[config.mk]
export PLATFORM = sky130hd
export DESIGN_NAME = boot_loader
export DESIGN_NICKNAME = d
export VERILOG_FILES = /design/src/rtl/cpu_pkg.sv /design/src/rtl/boot_loader.sv
export SDC_FILE = /design/constraint.sdc
export NUM_CORES = 1
export LEC_CHECK = 0
export CORE_AREA = 2 2 112 114
export CTS_CLUSTER_DIAMETER = 200
export DETAILED_ROUTE_END_ITERATION = 10
export DIE_AREA = 0 0 114 116
export MAX_ROUTING_LAYER = met4
export PLACE_DENSITY = 0.6
export SYNTH_ARGS = -nofsm -noshare
export SYNTH_HDL_FRONTEND = slang
export SYNTH_SLANG_ARGS = --single-unit
export TNS_END_PERCENT = 10
[constraint.sdc]
create_clock -name clk -period 3.4 [get_ports clk]
set_clock_uncertainty 0.15 [all_clocks]
set_input_delay 0.34 -clock clk [delete_from_list [all_inputs] [get_ports clk]]
set_output_delay 0.34 -clock clk [all_outputs]
set_load 0.1 [all_outputs]
[src/rtl/cpu_pkg.sv]
// Shared processor package: boot frame marker, address type and loader FSM states.
// Imported by boot_loader and by anything that observes its debug state.
package cpu_pkg;

   localparam logic [7:0] BOOT_SYNC_DEFAULT = 8'hA5;

   typedef logic [15:0] addr_t;

   typedef enum logic [2:0] {
      ST_IDLE    = 3'd0,
      ST_ADDR_LO = 3'd1,
      ST_ADDR_HI = 3'd2,
      ST_LEN_LO  = 3'd3,
      ST_LEN_HI  = 3'd4,
      ST_DATA    = 3'd5,
      ST_CSUM    = 3'd6,
      ST_CHECK   = 3'd7
   } boot_state_e;

   // Frame checksum is a plain modulo-256 running sum.
   function automatic logic [7:0] csum_add(input logic [7:0] sum, input logic [7:0] b);
      return sum + b;
   endfunction

endpackage

[src/rtl/boot_loader.sv]
// Serial boot loader: parses SYNC/addr/len/data/checksum frames into byte writes
// on the processor memory and releases cpu_hold only after a good checksum.
module boot_loader
   import cpu_pkg::*;
#(
   parameter logic [7:0] SYNC_BYTE = BOOT_SYNC_DEFAULT,
   parameter int         TIMEOUT   = 1000
) (
   input  logic        clk,
   input  logic        rst,
   input  logic [7:0]  in_data,
   input  logic        in_valid,
   output logic        in_ready,
   output logic        mem_we,
   output addr_t       mem_addr,
   output logic [7:0]  mem_wdata,
   output logic        cpu_hold,
   output logic        load_done,
   output logic        load_err,
   output boot_state_e dbg_state
);

   // Handshake: a byte transfers on a rising edge where in_valid && in_ready;
   // in_ready depends only on the state register and is low only in CHECK.

   localparam int            TW       = (TIMEOUT > 1) ? $clog2(TIMEOUT) : 1;
   localparam logic [TW-1:0] TMO_LAST = TW'(TIMEOUT - 1);

   boot_state_e   state_q, state_d;
   addr_t         addr_q, addr_d;
   logic [15:0]   len_q, len_d;
   logic [7:0]    csum_q, csum_d;
   logic [7:0]    rx_csum_q, rx_csum_d;
   logic [TW-1:0] tmo_q, tmo_d;
   logic          mem_we_d;
   addr_t         mem_addr_d;
   logic [7:0]    mem_wdata_d;
   logic          hold_d, done_d, err_d;
   logic          accept;
   logic          in_frame;

   assign in_ready  = (state_q != ST_CHECK);
   assign accept    = in_valid && in_ready;
   assign in_frame  = (state_q != ST_IDLE) && (state_q != ST_CHECK);
   assign dbg_state = state_q;

   always_ff @(posedge clk or posedge rst) begin
      if (rst) begin
         state_q   <= ST_IDLE;
         addr_q    <= '0;
         len_q     <= '0;
         csum_q    <= '0;
         rx_csum_q <= '0;
         tmo_q     <= '0;
         mem_we    <= 1'b0;
         mem_addr  <= '0;
         mem_wdata <= '0;
         cpu_hold  <= 1'b1;
         load_done <= 1'b0;
         load_err  <= 1'b0;
      end else begin
         state_q   <= state_d;
         addr_q    <= addr_d;
         len_q     <= len_d;
         csum_q    <= csum_d;
         rx_csum_q <= rx_csum_d;
         tmo_q     <= tmo_d;
         mem_we    <= mem_we_d;
         mem_addr  <= mem_addr_d;
         mem_wdata <= mem_wdata_d;
         cpu_hold  <= hold_d;
         load_done <= done_d;
         load_err  <= err_d;
      end
   end

   always_comb begin
      state_d     = state_q;
      addr_d      = addr_q;
      len_d       = len_q;
      csum_d      = csum_q;
      rx_csum_d   = rx_csum_q;
      tmo_d       = '0;
      mem_we_d    = 1'b0;
      mem_addr_d  = mem_addr;
      mem_wdata_d = mem_wdata;
      hold_d      = cpu_hold;
      done_d      = 1'b0;
      err_d       = load_err;

      if (in_frame && !accept)
         tmo_d = tmo_q + 1'b1;

      case (state_q)
         ST_IDLE: begin
            // Non-SYNC bytes are consumed and dropped.
            if (accept && in_data == SYNC_BYTE) begin
               state_d = ST_ADDR_LO;
               csum_d  = '0;
               err_d   = 1'b0;
               hold_d  = 1'b1;
            end
         end
         ST_ADDR_LO: begin
            if (accept) begin
               addr_d[7:0] = in_data;
               csum_d      = csum_add(csum_q, in_data);
               state_d     = ST_ADDR_HI;
            end
         end
         ST_ADDR_HI: begin
            if (accept) begin
               addr_d[15:8] = in_data;
               csum_d       = csum_add(csum_q, in_data);
               state_d      = ST_LEN_LO;
            end
         end
         ST_LEN_LO: begin
            if (accept) begin
               len_d[7:0] = in_data;
               csum_d     = csum_add(csum_q, in_data);
               state_d    = ST_LEN_HI;
            end
         end
         ST_LEN_HI: begin
            if (accept) begin
               len_d[15:8] = in_data;
               csum_d      = csum_add(csum_q, in_data);
               state_d     = ({in_data, len_q[7:0]} == 16'd0) ? ST_CSUM : ST_DATA;
            end
         end
         ST_DATA: begin
            // SYNC_BYTE here is payload; the write lands one cycle after the accept.
            if (accept) begin
               mem_we_d    = 1'b1;
               mem_addr_d  = addr_q;
               mem_wdata_d = in_data;
               addr_d      = addr_q + 16'd1;
               len_d       = len_q - 16'd1;
               csum_d      = csum_add(csum_q, in_data);
               if (len_q == 16'd1)
                  state_d = ST_CSUM;
            end
         end
         ST_CSUM: begin
            if (accept) begin
               rx_csum_d = in_data;
               state_d   = ST_CHECK;
            end
         end
         ST_CHECK: begin
            state_d = ST_IDLE;
            if (rx_csum_q == csum_q) begin
               done_d = 1'b1;
               hold_d = 1'b0;
            end else begin
               err_d = 1'b1;
            end
         end
         default: state_d = ST_IDLE;
      endcase

      // Stalled sender: abandon the frame, keep the processor held.
      if (in_frame && !accept && tmo_q == TMO_LAST) begin
         state_d = ST_IDLE;
         err_d   = 1'b1;
         hold_d  = 1'b1;
         tmo_d   = '0;
      end
   end

endmodule

; ---- Word level (Yosys, flattened, before mapping)
; Cells that the tools add are included.
[op_classes]
add_sub_neg = 4
eq_ne = 29
mux = 35
n_reduce_logical = 26
[ops]
columns = cell, n
row1 = one-hot mux 8 bit (2 select lines), 5
row2 = "inequality test 3 bit, second input constant", 11
row3 = two-way mux 16 bit, 2
row4 = two-way mux 3 bit, 9
row5 = two-way mux 8 bit, 3
row6 = one-hot mux 3 bit (8 select lines), 1
row7 = AND reduction 3 bit, 7
row8 = two-way mux 10 bit, 2
row9 = "adder 16 x 1 -> 16 bit, second input constant", 1
row10 = "equality test 16 x 1 -> 1 bit, second input constant", 1
row11 = logical NOT 16 bit, 1
row12 = "subtractor 16 x 1 -> 16 bit, second input constant", 1
row13 = "equality test 3 bit, second input constant", 4
row14 = "inequality test 2 bit, second input constant", 6
row15 = "adder 10 x 1 -> 10 bit, second input constant", 1
row16 = "equality test 10 bit, second input constant", 1
row17 = two-way mux 1 bit, 10
row18 = nonzero test 2 bit, 5
row19 = adder 8 bit, 1
row20 = equality test 8 bit, 1
row21 = "equality test 8 bit, second input constant", 1
row22 = AND reduction 8 bit, 1
row23 = "equality test 3 x 2 -> 1 bit, second input constant", 2
row24 = nonzero test 3 bit, 2
row25 = 9 further kinds, 15
[totals]
register_bits = 89
input_bits = 11
output_inout_bits = 32
word_cells = 108

; ---- Longest topological paths before layout
; Gate-level depths: netlist of run 1.
[depth]
depth_word = 7
mapped_depth = 8
ltp_nobuf = 7

; ---- Worst setup path after synthesis of run 1
; OpenSTA, ideal clock, no wires.
[synth_path]
path_type = register to register
startpoint = register state_q[2] (netlist: dbg_state[2])
endpoint = register load_err
setup_time_ns = 0.128
t_arrival_ns = 3.119
required_time_ns = 3.122
slack_ns = 0.004
stages_incl_launch_ff = 6
path_buffers = 0
synth_period_minus_slack_ns = 3.396
path_cell_list = dfrtp_1 -> nand3_1 -> or3_1 -> nor4_2 -> nor2_1 -> a2bb2oi_1
[synth_between]
elab_chain_cells = 7
word_cells_on_any_way = 16
classes_between = 4 x eq/ne / 2 x mux / 10 x reduce/logical
[synth_lines]
columns = element, line
row1 = "start, declared", boot_loader.sv:29  ; boot_state_e state_q, state_d;
row2 = "start signal, assigned", boot_loader.sv:62  ; state_q <= state_d;
row3 = inequality test 3 bit (*), boot_loader.sv:42  ; assign in_ready = (state_q != ST_CHECK);
row4 = net in_ready, boot_loader.sv:13  ; output logic in_ready,
row5 = logical AND 1 bit, boot_loader.sv:43  ; assign accept = in_valid && in_ready;
row6 = logical NOT 1 bit, boot_loader.sv:164  ; if (in_frame && !accept && tmo_q == TMO_LAST) begin
row7 = logical AND 1 bit (2 in a row), boot_loader.sv:164
row8 = inequality test 3 bit (no line) or nonzero test 3 bit (tied branches), n/a
row9 = AND reduction 3 bit (no line), n/a
row10 = "end signal, assigned", boot_loader.sv:73  ; load_err <= err_d;
row11 = "end, declared", boot_loader.sv:19  ; output logic load_err,
; The timed path passes the listed nets; every way through them passes the cells marked *.
; A chain may end at the register's enable or synchronous reset.

; ---- Final worst setup path of run 1
[layout_path]
startpoint = input in_data[6]
endpoint = register csum_q[7]
[layout_between]
elab_chain_cells = 4
word_cells_on_any_way = 7
classes_between = 1 x add/sub / 2 x eq/ne / 2 x mux / 2 x reduce/logical
[layout_lines]
columns = element, line
row1 = "start, declared", boot_loader.sv:11  ; input logic [7:0] in_data,
row2 = "parallel branches: the longest is 4 deep, another holds adder 8 bit", n/a
row3 = "end signal, assigned", boot_loader.sv:65  ; csum_q <= csum_d;
row4 = "end, declared", boot_loader.sv:32  ; logic [7:0] csum_q, csum_d;
; Parallel ways; which one is timed is not known. The select of a mux whose other input is x is not followed.

==> flow_metrics.env, run 1 <==
export IMPL_critPathRequiredTime_ps=3540
export IMPL_worst_slack_ps=826
export IMPL_drtPass1Iterations=4
export IMPL_tightest_slew_ps=994
export IMPL_end_kind="flip-flop"
export IMPL_startpoint_type="primary input"
export IMPL_holdWs_ps=261
export IMPL_drive_above_1_share_pct=14.2
export IMPL_grt_pass1_wl_mm=19.2
export IMPL_yosysMostFrequentCell="dfrtp_1"
export IMPL_yosys_top_cells_area="dfrtp_1 (47%), mux2_2 (7.2%), o21ai_0 (4.2%), nor2_1 (3.0%), a21oi_1 (3.0%)"
export IMPL_numClockSinks=89
export IMPL_fill_cells=1154
export IMPL_remaining_drc_errors=0
export IMPL_setup_viol=0
export IMPL_synth_flop_cell="dfrtp_1"
export IMPL_synth_seq_area_share_pct=47.3
export IMPL_final_cells=662
export IMPL_cts_max_level=3
export IMPL_hold_buffers=0
export IMPL_ys_warn_count=0
export IMPL_num_antenna_cells=0
export IMPL_final_area_um2=5630
export IMPL_area_growth_pct=19.4
export IMPL_dr_total_vias=3757
export IMPL_max_cap_violations=0
export IMPL_yosys_register_bits=89
export IMPL_critPathLaunch="in_data[6]"
export IMPL_die_h_um=116
export IMPL_antenna_found_initial=0
export IMPL_place_area_um2=5300
export IMPL_slew_headroom_pct=33.5
export IMPL_pre_cts_ws_ps=470
export IMPL_drt_wl_total_mm=11.6
export IMPL_rows=40
export IMPL_ys_top_cells_by_count="dfrtp_1 (88), o21ai_0 (40), nor2_1 (38)"
export IMPL_synth_top_area_share_pct=46.7
export IMPL_placed_cells=646
export IMPL_io_pins=43
export IMPL_crit_fanout=8
export IMPL_place_congestion=0.863
export IMPL_cts_setup_buffers=0
export IMPL_clkLatencyLatePin_ps=350
export IMPL_syn_nets=491
export IMPL_synth_edff_count=0
export IMPL_r2r_end="mem_addr[2]"
export IMPL_port_buffers=42
export IMPL_synthDistinctLibCells=63
export IMPL_cts_buffers_inserted=9
export IMPL_syn_area_per_cell_um2=10.1
export IMPL_root_buffer="clkbuf_16"
export IMPL_post_route_util_pct=47.2
export IMPL_r2r_cells=4
export IMPL_reg2reg_slack_ps=920
export IMPL_ctsResizeCount=0
export IMPL_initial_utilization_pct=39.6
export IMPL_layout_nets=533
export IMPL_dieArea_um2=13200
export IMPL_gr_total_overflow=0
export IMPL_cts_tree="done"
export IMPL_grt_usage_pct=19.3
export IMPL_drtAntennaViolNets=0
export IMPL_clockBufferDepth=2
export IMPL_crit_arrival_ps=2710
export IMPL_synth_largest_area_cell="dfrtp_1"
export IMPL_synth_cells=468
export IMPL_grt_setup_unrepaired="false"
export IMPL_register_area_um2=2230
export IMPL_vdd_drop_max_uv=593
export IMPL_worstSetupPathType="in2reg"
export IMPL_detail_route_vias_per_cell=5.68
export IMPL_multi_input_area_um2=2350
export IMPL_grt_pass1_vias=3675
export IMPL_hold_path_class="in2async"
export IMPL_max_freq_mhz=389
export IMPL_status="finished clean"
export IMPL_tns_ps=0
export IMPL_finalCritPeriodShare_pct=75.7
export IMPL_hold_viol=0
export IMPL_grt_max_degree=52
export IMPL_core_um2=11900
export IMPL_power_density_nw_per_um2=1060
export IMPL_finalCriticalPeriod_ps=2570
export IMPL_wl_per_cell_um=17.5
export IMPL_drtIter0Drc=187
export IMPL_die_x_um=114
export IMPL_power_total_mw=5.95
export IMPL_syn_area_um2=4710
export IMPL_reg2reg_from="dbg_state[1]"
export IMPL_synthArstFlopShare_pct=100
export IMPL_path_clk_slew_ps=60
export IMPL_p_leak_nw=2.41
export IMPL_finalMaxSlewViolations=0
export IMPL_dp_hpwl_mm=8.08
-- critical path, cell delays in order --
cell and delay [ps]:
clkdlybuf4s50_1 680, ha_1 370, or4_1 510, o221a_2 260, or4_1 460, nand3_1 80
-- sequential cells by signal, summed over array words and instances, names as in the netlist, 3 cells and up --
signal / count
addr_q: 16
len_q: 16
mem_addr: 16
tmo_q: 10
csum_q: 8
mem_wdata: 8
rx_csum_q: 8
dbg_state: 3
-- worst max-delay path by stage --
stage | endpoint | slack, ps | cells after the start
CTS | csum_q[7] | 850 | 6
global placement | csum_q[7] | 490 | 6
floorplan | load_err | 4 | 5
detailed placement | csum_q[7] | 470 | 6
finish | csum_q[7] | 830 | 6
global route | csum_q[7] | 780 | 6
-- placed cells by master, fill, tap and decap left out, types with 3 or more instances in the layout --
| master | Yosys | routed |
|---|---|---|
| o21ai_0 | 40 | 40 |
| clkbuf_16 | 0 | 9 |
| or3_1 | 4 | 4 |
| ha_1 | 11 | 11 |
| xnor2_1 | 11 | 11 |
| nor2_1 | 38 | 38 |
| clkinv_4 | 0 | 3 |
| o22ai_1 | 4 | 4 |
| nand3_1 | 13 | 13 |
| a21oi_1 | 28 | 28 |
| mux2_2 | 30 | 30 |
| xor2_1 | 9 | 9 |
| nand2_1 | 37 | 37 |
| nand3b_1 | 4 | 4 |
| o21a_1 | 4 | 4 |
| a211oi_1 | 4 | 4 |
| nor4_1 | 4 | 4 |
| or4_1 | 3 | 3 |
| a31oi_1 | 7 | 7 |
| a41oi_1 | 4 | 4 |
| nor3_1 | 9 | 9 |
| clkdlybuf4s50_1 | 0 | 37 |
| o211ai_1 | 3 | 3 |
| buf_4 | 1 | 13 |
| nand4_1 | 6 | 6 |
| o22a_1 | 8 | 8 |
| dfrtp_1 | 88 | 88 |
| and3_1 | 11 | 11 |
| a21o_1 | 6 | 6 |
| a22o_1 | 6 | 6 |
| a21boi_0 | 4 | 4 |
| inv_1 | 11 | 10 |
| a2bb2oi_1 | 3 | 3 |
-- area by class of cell --
| cell class | count | share of cell area (%) |
|---|---|---|
| clock inverters | 6 | 1.62 |
| clock buffers | 10 | 4.25 |
| repair buffers | 51 | 8.67 |
| inverters | 12 | 0.823 |
| multi-input cells | 347 | 41.7 |
| flip-flops and latches | 89 | 39.6 |
| well taps | 147 | 3.27 |
-- layer usage --
metal | global-route usage (%) | part of all wire (%)
met4 | 7.97 | 1.9
met3 | 3.97 | 3.7
met5 | - | 0
met2 | 29.8 | 48
met1 | 24.9 | 47
-- report_power, final --
group          internal [mW]  total [mW]  switching, mW
combinational          0.951        2.91           1.96
clock                  0.666        1.09          0.426
sequential              1.49        1.94          0.446
-- kinds of logic after synthesis --
kind of cell	synth area share, %
buf+inv	2.89
fa+ha+maj	3.34
xor+xnor	3.72
mux	7.86
compound gates	18.8
flops	47.3
simple gates	16.1
Note: power is estimated with default switching activity, not from simulation.
==> run 2: changes to the inputs <==
- PLACE_DENSITY: 0.6 -> 0.62
- clock period: 3.4 -> 2.3 ns (I/O delays scaled with it)
==> run 2 against run 1 <==
Against the previous run:
- core utilization is 2.6 points higher
- sequential power increased by 46%
- setup slack lost 760 ps
- non-clock buffer count increased by 43
- highest routed layer unchanged
- wire length is 2.3% higher
- final cell count is 6.5% higher
- largest power group unchanged
- sequential share of layout area down 2.0 points
- flip-flop and latch count is the same
- critical path depth up 1
==> flow_metrics.env, run 2 (synthesized netlist as in run 1, its figures left out) <==
export IMPL_layout_nets=576
export IMPL_numClockSinks=89
export IMPL_power_total_mw=9.08
export IMPL_root_buffer="clkbuf_16"
export IMPL_die_h_um=116
export IMPL_power_density_nw_per_um2=1530
export IMPL_startpoint_type="flip-flop"
export IMPL_gr_total_overflow=0
export IMPL_grt_usage_pct=19.5
export IMPL_post_route_util_pct=49.8
export IMPL_critPathRequiredTime_ps=2370
export IMPL_drtIter0Drc=201
export IMPL_cpPeakStageDelay_ps=420
export IMPL_mostFrequentLayoutCells="dfrtp_1 (85), buf_4 (81), o21ai_0 (40)"
export IMPL_vdd_drop_max_uv=738
export IMPL_cts_max_level=3
export IMPL_max_freq_mhz=447
export IMPL_rows=40
export IMPL_cts_buffers_inserted=9
export IMPL_p_leak_nw=2.67
export IMPL_place_area_um2=5590
export IMPL_pre_cts_ws_ps=-276
export IMPL_tightest_slew_ps=644
export IMPL_fill_cells=1132
export IMPL_reg2reg_slack_ps=60
export IMPL_detail_route_vias_per_cell=5.62
export IMPL_remaining_drc_errors=0
export IMPL_antenna_found_initial=0
export IMPL_hold_path_class="in2async"
export IMPL_clockBufferDepth=2
export IMPL_hold_buffers=0
export IMPL_core_um2=11900
export IMPL_finalMaxSlewViolations=0
export IMPL_wl_per_cell_um=16.8
export IMPL_drt_wl_total_mm=11.9
export IMPL_worstSetupPathType="reg2reg"
export IMPL_crit_fanout=3
export IMPL_drtAntennaViolNets=0
export IMPL_io_pins=43
export IMPL_num_antenna_cells=0
export IMPL_drtPass1Iterations=4
export IMPL_dr_total_vias=3961
export IMPL_cp_cell_sequence="ha_1 -> fa_2 -> a21o_1 -> a21o_1 -> a21o_1 -> a311oi_2 -> o21ai_0"
export IMPL_finalCriticalPeriod_ps=2240
export IMPL_dp_hpwl_mm=8.58
export IMPL_path_clk_slew_ps=60
export IMPL_slew_headroom_pct=56.8
export IMPL_clkLatencyLatePin_ps=340
export IMPL_max_cap_violations=0
export IMPL_reg2reg_from="csum_q[0]"
export IMPL_grt_pass1_vias=3844
export IMPL_area_growth_pct=25.8
export IMPL_place_congestion=0.857
export IMPL_end_kind="flip-flop"
export IMPL_grt_pass1_wl_mm=19.8
export IMPL_grt_max_degree=39
export IMPL_finalCritPeriodShare_pct=97.2
export IMPL_cp_common_cell="a21o_1"
export IMPL_crit_arrival_ps=2300
export IMPL_status="finished clean"
export IMPL_cts_tree="done"
export IMPL_port_buffers=42
export IMPL_final_common_cell="dfrtp_1"
export IMPL_top_regs="addr_q x16, len_q x16, mem_addr x16"
export IMPL_drive_above_1_share_pct=26.9
export IMPL_initial_utilization_pct=39.6
export IMPL_setup_viol=0
export IMPL_critPathLaunch="csum_q[0]"
export IMPL_worst_slack_ps=63.7
export IMPL_dieArea_um2=13200
export IMPL_die_x_um=114
export IMPL_crit_path_top_delay_cell="dfrtp_1"
export IMPL_final_area_um2=5930
export IMPL_hold_viol=0
run 2: cell count changes in the layout (fill, tap and decap cells not counted), moves of 3 or more:
| cell | change |
|---|---|
| buf_4 | +68 |
| clkdlybuf4s50_1 | -28 |
| dfrtp_1 | -3 |
| clkinv_4 | -3 |
| dfrtp_2 | +3 |
run 2: where the power goes:
group | internal (mW) | switching, mW
sequential | 2.22 | 0.626
combinational | 1.62 | 3.03
clock | 0.943 | 0.644
total | 4.78 | 4.30
run 2: worst paths after layout:
path,cells past startpoint,end
worst max-delay path,7,csum_q[6]
worst min-delay path,2,load_done
worst max register to register,7,csum_q[6]
worst min register to register,1,tmo_q[0]
max in group asynchronous,3,len_q[14]
min in group clk,2,mem_wdata[1]
run 2: timing repair:
action                     in CTS  in global routing
hold endpoints to repair        0                  0
buffers inserted                0                  0
resized for setup               0                  4
setup endpoints to repair       0                  3
run 2: layer usage:
layer  track usage [%]  vias to the layer above  wire [um]
met3              2.77                       13        374
met1              26.2                     1966       5520
li1                  -                     1901          -
met2              31.1                       81       5790
met5                 -                        -          0
met4              5.45                        0        173
run 2: layout make-up:
class / instances / area, um^2 / area share (%)
multi-input cells: 347 / 2370 / 40.0
flip-flops and latches: 89 / 2230 / 37.6
repair buffers: 94 / 771 / 13.0
clock buffers: 12 / 267 / 4.49
well taps: 147 / 184 / 3.10
clock inverters: 4 / 57.6 / 0.971
inverters: 12 / 48.8 / 0.823
run 2: through the flow:
step / std cells / hold WS [ps] / setup TNS, ps
2_1_floorplan: 468 / 231 / -38.3
3_3_place_gp: 689 / 288 / -1030
3_5_place_dp: 689 / 313 / -1490
4_1_cts: 705 / 180 / 0
5_1_grt: 705 / 212 / -10.4
6_report: 705 / 155 / 0
run 2: worst max-delay path: cells and delay by family (launching register included):
kind            cells  cell delay (ps)
compound gates      5              950
fa+ha+maj           2              590
flops               1              420
==> edit 1, RTL diff (flow settings as in run 1) <==
Set the parameter `TIMEOUT` to 2000 (it was 1000).
--- a/src/rtl/boot_loader.sv
+++ b/src/rtl/boot_loader.sv
@@ -4,7 +4,7 @@
    import cpu_pkg::*;
 #(
    parameter logic [7:0] SYNC_BYTE = BOOT_SYNC_DEFAULT,
-   parameter int         TIMEOUT   = 1000
+   parameter int         TIMEOUT   = 2000
 ) (
    input  logic        clk,
    input  logic        rst,
Behaviour: same outputs for any inputs over 10 cycles, from zero or initial values and one cycle with rst high; that may be too few to reach the edited logic, so the function may still have changed.
==> edit 1 against run 1 <==
Area after synthesis is 1.2% higher. Final area is 1.2% higher. Worst hold slack better by 0.047 ns. Clock power is 4% higher. Routed wire length is 1.9% higher. Combinational power is 2% higher. Count of clock-buffer cells in the layout is 1 lower. Fmax is 3.6% higher. Sequential cell count is 1 higher. Via count is 7.7% higher. Die area stayed put. Total power is 2.3% higher. Setup slack better by 0.090 ns. Critical path depth is 5 lower. Critical path type is now flip-flop to output port. Critical endpoint is now cpu_hold.
==> edit 1: results (changes against run 1) <==
| Metric | Value |
|---|---|
| Nets | 588 (+10%) |
| Share of cells above drive strength 1 | 0.08772 (-0.05403) |
| H-Tree Depth | 3 (unchanged) |
| Crit Path Max Fanout | 2 (-6) |
| Ranking of synthesized cells by area | dfrtp_1 (47%), nand2_1 (7.8%), o21ai_0 (3.4%), nor2_1 (3.3%), a21oi_1 (2.9%) |
| Root buffer cell | clkbuf_16 |
| Sequential fraction of the synthesis area | 0.4725 (about the same) |
| Critical path's slowest cell | clkdlybuf4s50_1 |
| DR vias | 4048 (+7.7%) |
| CP peak stage delay | 1.12 ns (+0.44 ns) |
| Crit path max-delay family | buffers and inverters |
| End of the worst register-to-register path | dbg_state[0] |
| First-pass GRT wire length | 19820 um (+3.3%) |
| Reg-to-reg slack, setup | 1.08 ns (+0.16 ns) |
| Residual DRC count | 0 (unchanged) |
| Fill cells | 1133 (-1.8%) |
| Critical Path AT | 1.99 ns (-0.72 ns) |
| Netlist cell types | 60 (-4.8%) |
| Main synth FF type | dfrtp_1 |
| Initial DRC count | 250 (+34%) |
| Drt total wl | 11810 um (+1.9%) |
| GRT Util Overall | 0.1965 (+0.003510) |
| Largest net degree at the start of global routing | 47 (-9.6%) |
| Leak Pwr | 2.521 nW (+4.5%) |
| Mapped Nets | 549 (+12%) |
| RR Startpoint | len_q[0] |
| Number of global-route vias before repair | 3885 (+5.7%) |
| Skew-Pair Late Insertion Delay | 0.34 ns |
| Most frequent cells after synthesis | nand2_1 (99), dfrtp_1 (89), nor2_1 (42), o21ai_0 (32), a21oi_1 (28) |
| DR pass1 iterations | 6 (+2) |
| Routability cong. | 0.9156 (+6.1%) |
| Post-CTS Resized | 0 (unchanged) |
| Status | finished, final reports clean |
| Worst R2R Path Depth | 7 (+3) |
| Worst-path clk slew | 0.06 ns (about the same) |
| Worst slew pin tran | 0.9948 ns (+0.0005472 ns) |
| Hold crit path type | input pin to asynchronous set/reset pin |
| Diodes inserted | 0 (unchanged) |
| Hold WS | 0.3088 ns (+0.04745 ns) |
| Num CTS Buffers | 9 (unchanged) |
| Half-perimeter wire length after placement | 8303 um (+2.8%) |
| Peak VDD IR | 0.5548 mV (-6.4%) |
[edit 1: metrics by stage]
step	total power [mW]	setup slack (ns)	cells	util	area, um^2
finish	6.086	0.9163	717	0.4782	5695
global route	6.469	0.8047	717	0.4782	5695
CTS	6.116	0.8976	717	0.4782	5695
detailed placement	4.967	0.5962	701	0.4494	5353
global placement	4.921	0.6479	701	0.4494	5353
floorplan	4.248	0.5764	526	-	4770
[edit 1: per-layer routing]
layer  track usage  part of all wire
met5             -                 0
met4       0.07561             0.025
met3       0.02981             0.038
met2        0.2937              0.46
met1        0.2707              0.47
[edit 1: power breakdown]
| part | switching (mW) | leakage, nW | internal (mW) |
|---|---|---|---|
| clock network | 0.416 | 0.158 | 0.717 |
| registers | 0.452 | 1.13 | 1.52 |
| logic | 2.05 | 1.23 | 0.929 |
[edit 1: worst max-delay path by stage]
stage	slack, ns	cells past startpoint	start	end
after detailed placement	0.60	7	in_data[1]	csum_q[7]
after CTS	0.90	1	cpu_hold	cpu_hold
final	0.92	1	cpu_hold	cpu_hold
after floorplan	0.58	1	rst	addr_q[0]
after global placement	0.65	8	in_data[0]	csum_q[6]
after global routing	0.80	7	in_data[1]	csum_q[7]
[edit 1: layout make-up]
| class | instances | area, um^2 | area share |
|---|---|---|---|
| inverter | 14 | 53.80 | 0.009446 |
| tap | 147 | 183.9 | 0.03229 |
| sequential | 90 | 2253 | 0.3957 |
| timing repair buffer | 52 | 498.0 | 0.08743 |
| clock buffer | 9 | 225.2 | 0.03954 |
| clock inverter | 7 | 117.6 | 0.02065 |
| multi-input combinational | 398 | 2364 | 0.4150 |
[edit 1: cell families (layout without fill, tap and decap cells)]
logic type | after synthesis | in the layout | share of synthesized area
and+or+nand+nor | 221 | 221 | 0.2188
AOI/OAI and AO/OA | 133 | 133 | 0.1800
DFF | 90 | 90 | 0.4725
buffers and inverters | 38 | 82 | 0.03200
xor gates and xnor gates | 21 | 21 | 0.03856
adders and majority gates | 12 | 12 | 0.03305
muxes | 11 | 11 | 0.02518
==> edit 2, RTL diff (settings of run 1) <==
Made on the original files. Take the reset off `csum_q` and load it in a clocked block of its own.
--- a/src/rtl/boot_loader.sv
+++ b/src/rtl/boot_loader.sv
@@ -49,7 +49,6 @@
          state_q   <= ST_IDLE;
          addr_q    <= '0;
          len_q     <= '0;
-         csum_q    <= '0;
          rx_csum_q <= '0;
          tmo_q     <= '0;
          mem_we    <= 1'b0;
@@ -62,7 +61,6 @@
          state_q   <= state_d;
          addr_q    <= addr_d;
          len_q     <= len_d;
-         csum_q    <= csum_d;
          rx_csum_q <= rx_csum_d;
          tmo_q     <= tmo_d;
          mem_we    <= mem_we_d;
@@ -72,6 +70,10 @@
          load_done <= done_d;
          load_err  <= err_d;
       end
+   end
+
+   always_ff @(posedge clk) begin
+      csum_q <= csum_d;
    end
 
    always_comb begin
Function: no difference found for any inputs over 10 cycles, from zero or initial values and one cycle with rst high; that may be too few to reach the edited logic, so the function may still have changed.
==> edit 2 against run 1 <==
Final area fell by 0.51%. Global-route usage barely moved. Setup slack improved by 0.10 ns. Routed wire length rose by 0.44%. Area after synthesis barely moved. Total power rose by 1.7%. Largest power group unchanged. Utilization fell by 0.24 points. Synthesized cell count rose by 9.4%. Count of clock-buffer cells in the layout rose by 2. Highest routed layer unchanged. Sequential cell count did not move.
==> edit 2: results (changes against run 1) <==
| Metric | Value |
|---|---|
| CP Capture Type | flip-flop |
| Worst Setup SP | dbg_state[0] |
| Initial antenna violation count | 0 (unchanged) |
| EDFF count, synth | 8 (+8) |
| H-Tree Depth | 3 (unchanged) |
| DP Area | 5281 um^2 (-0.26%) |
| CTS max path bufs | 2 (unchanged) |
| Mapped Nets | 535 (+9.0%) |
| Fill cells | 1139 (-1.3%) |
| Critical Path AT | 2.57 ns (-0.14 ns) |
| Half-perimeter wire length after placement | 8254 um (+2.2%) |
| Most frequent cells after synthesis | nand2_1 (82), dfrtp_1 (80), nor2_1 (46), o21ai_0 (39), a21oi_1 (36) |
| Met3 WL | 711 um (+68%) |
| Crit path max-delay family | simple AND/OR/NAND/NOR gates |
| Largest regs | addr_q: 16 flops, len_q: 16 flops, mem_addr: 16 flops |
| Ranking of synthesized cells by area | dfrtp_1 (42%), nand2_1 (6.5%), edfxtp_1 (5.1%), o21ai_0 (4.1%), a21oi_1 (3.8%) |
| End of the worst register-to-register path | len_q[6] |
| Slew headroom | 0.3370 (+0.001926) |
| Leak Pwr | 2.481 nW (+2.8%) |
| Peak VDD IR | 0.4686 mV (-21%) |
| Num CTS Buffers | 9 (unchanged) |
| First-pass GRT wire length | 19280 um (+0.47%) |
| Share of cells above drive strength 1 | 0.09874 (-0.04300) |
| Critical path's slowest cell | dfrtp_1 |
| Routability cong. | 0.8307 (-3.7%) |
| Status | finished, final reports clean |
| DR vias | 3872 (+3.1%) |
| Sequential fraction of the synthesis area | 0.4809 (+0.008112) |
| CP peak stage delay | 0.79 ns (+0.11 ns) |
| Netlist cell types | 61 (-3.2%) |
| Worst R2R Path Depth | 5 (+1) |
| FFs w/ async S/R, synth | 0.9101 (-0.08989) |
| Main synth FF type | dfrtp_1 |
| Avg WL per Cell | 16.54 um (-5.6%) |
| Met2 wire len | 5429 um (-2.1%) |
| GRT Util Overall | 0.1930 (about the same) |
| Top layer in use | met4 |
| Number of global-route vias before repair | 3763 (+2.4%) |
| Port Buffers | 42 (unchanged) |
| Largest net degree at the start of global routing | 41 (-21%) |
| Initial DRC count | 319 (+71%) |
| Root buffer cell | clkbuf_16 |
| WL met1 | 5356 um (-0.94%) |
| Crit Path Max Fanout | 22 (+14) |
| DR pass1 iterations | 5 (+1) |
| Nets | 575 (+7.9%) |
-- edit 2: changes by cell type after synthesis, sizes merged, moves of 8 or more --
| cell | delta |
|---|---|
| a21oi | +8 |
| dfrtp | -8 |
| edfxtp | +8 |
| mux2 | -24 |
| nand2 | +45 |
| nor2 | +8 |
-- edit 2: power by group --
group | internal, mW | switching, mW | total [mW] | leakage (nW)
Sequential | 1.56 | 0.455 | 2.01 | 1.08
Clock | 0.629 | 0.419 | 1.05 | 0.155
Combinational | 0.929 | 2.06 | 2.99 | 1.25
Total | 3.12 | 2.93 | 6.05 | 2.48
-- edit 2: final cells by class --
cell class	instances	area (um^2)	area share
clock buffer	12	266.5	0.04762
clock inverter	4	48.80	0.008719
inverter	17	65.06	0.01163
multi-input combinational	380	2258	0.4035
sequential	89	2268	0.4053
tap	147	183.9	0.03286
timing repair buffer	55	505.5	0.09032
-- edit 2: cell families (layout without fill, tap and decap cells) --
group | Yosys count | count (layout) | share of synthesized area
and+or+nand+nor | 206 | 206 | 0.2125
AOI/OAI and AO/OA | 134 | 134 | 0.1756
DFF | 89 | 89 | 0.4809
buffers and inverters | 43 | 88 | 0.04032
xor gates and xnor gates | 19 | 19 | 0.03528
adders and majority gates | 12 | 12 | 0.03342
muxes | 9 | 9 | 0.02202
-- edit 2: metrics by stage --
step	instances	hold WS, ns	setup WS [ns]
floorplan	512	0.2723	0.2174
global placement	688	0.2893	0.6205
detailed placement	688	0.2948	0.6584
CTS	704	0.2454	0.9720
global route	704	0.2651	0.7561
finish	704	0.2187	0.9290
-- edit 2: routing by layer --
layer / track usage / vias up
li1: - / 1890
met1: 0.2567 / 1860
met2: 0.2956 / 110
met3: 0.05701 / 12
met4: 0.03821 / 0
met5: - / -
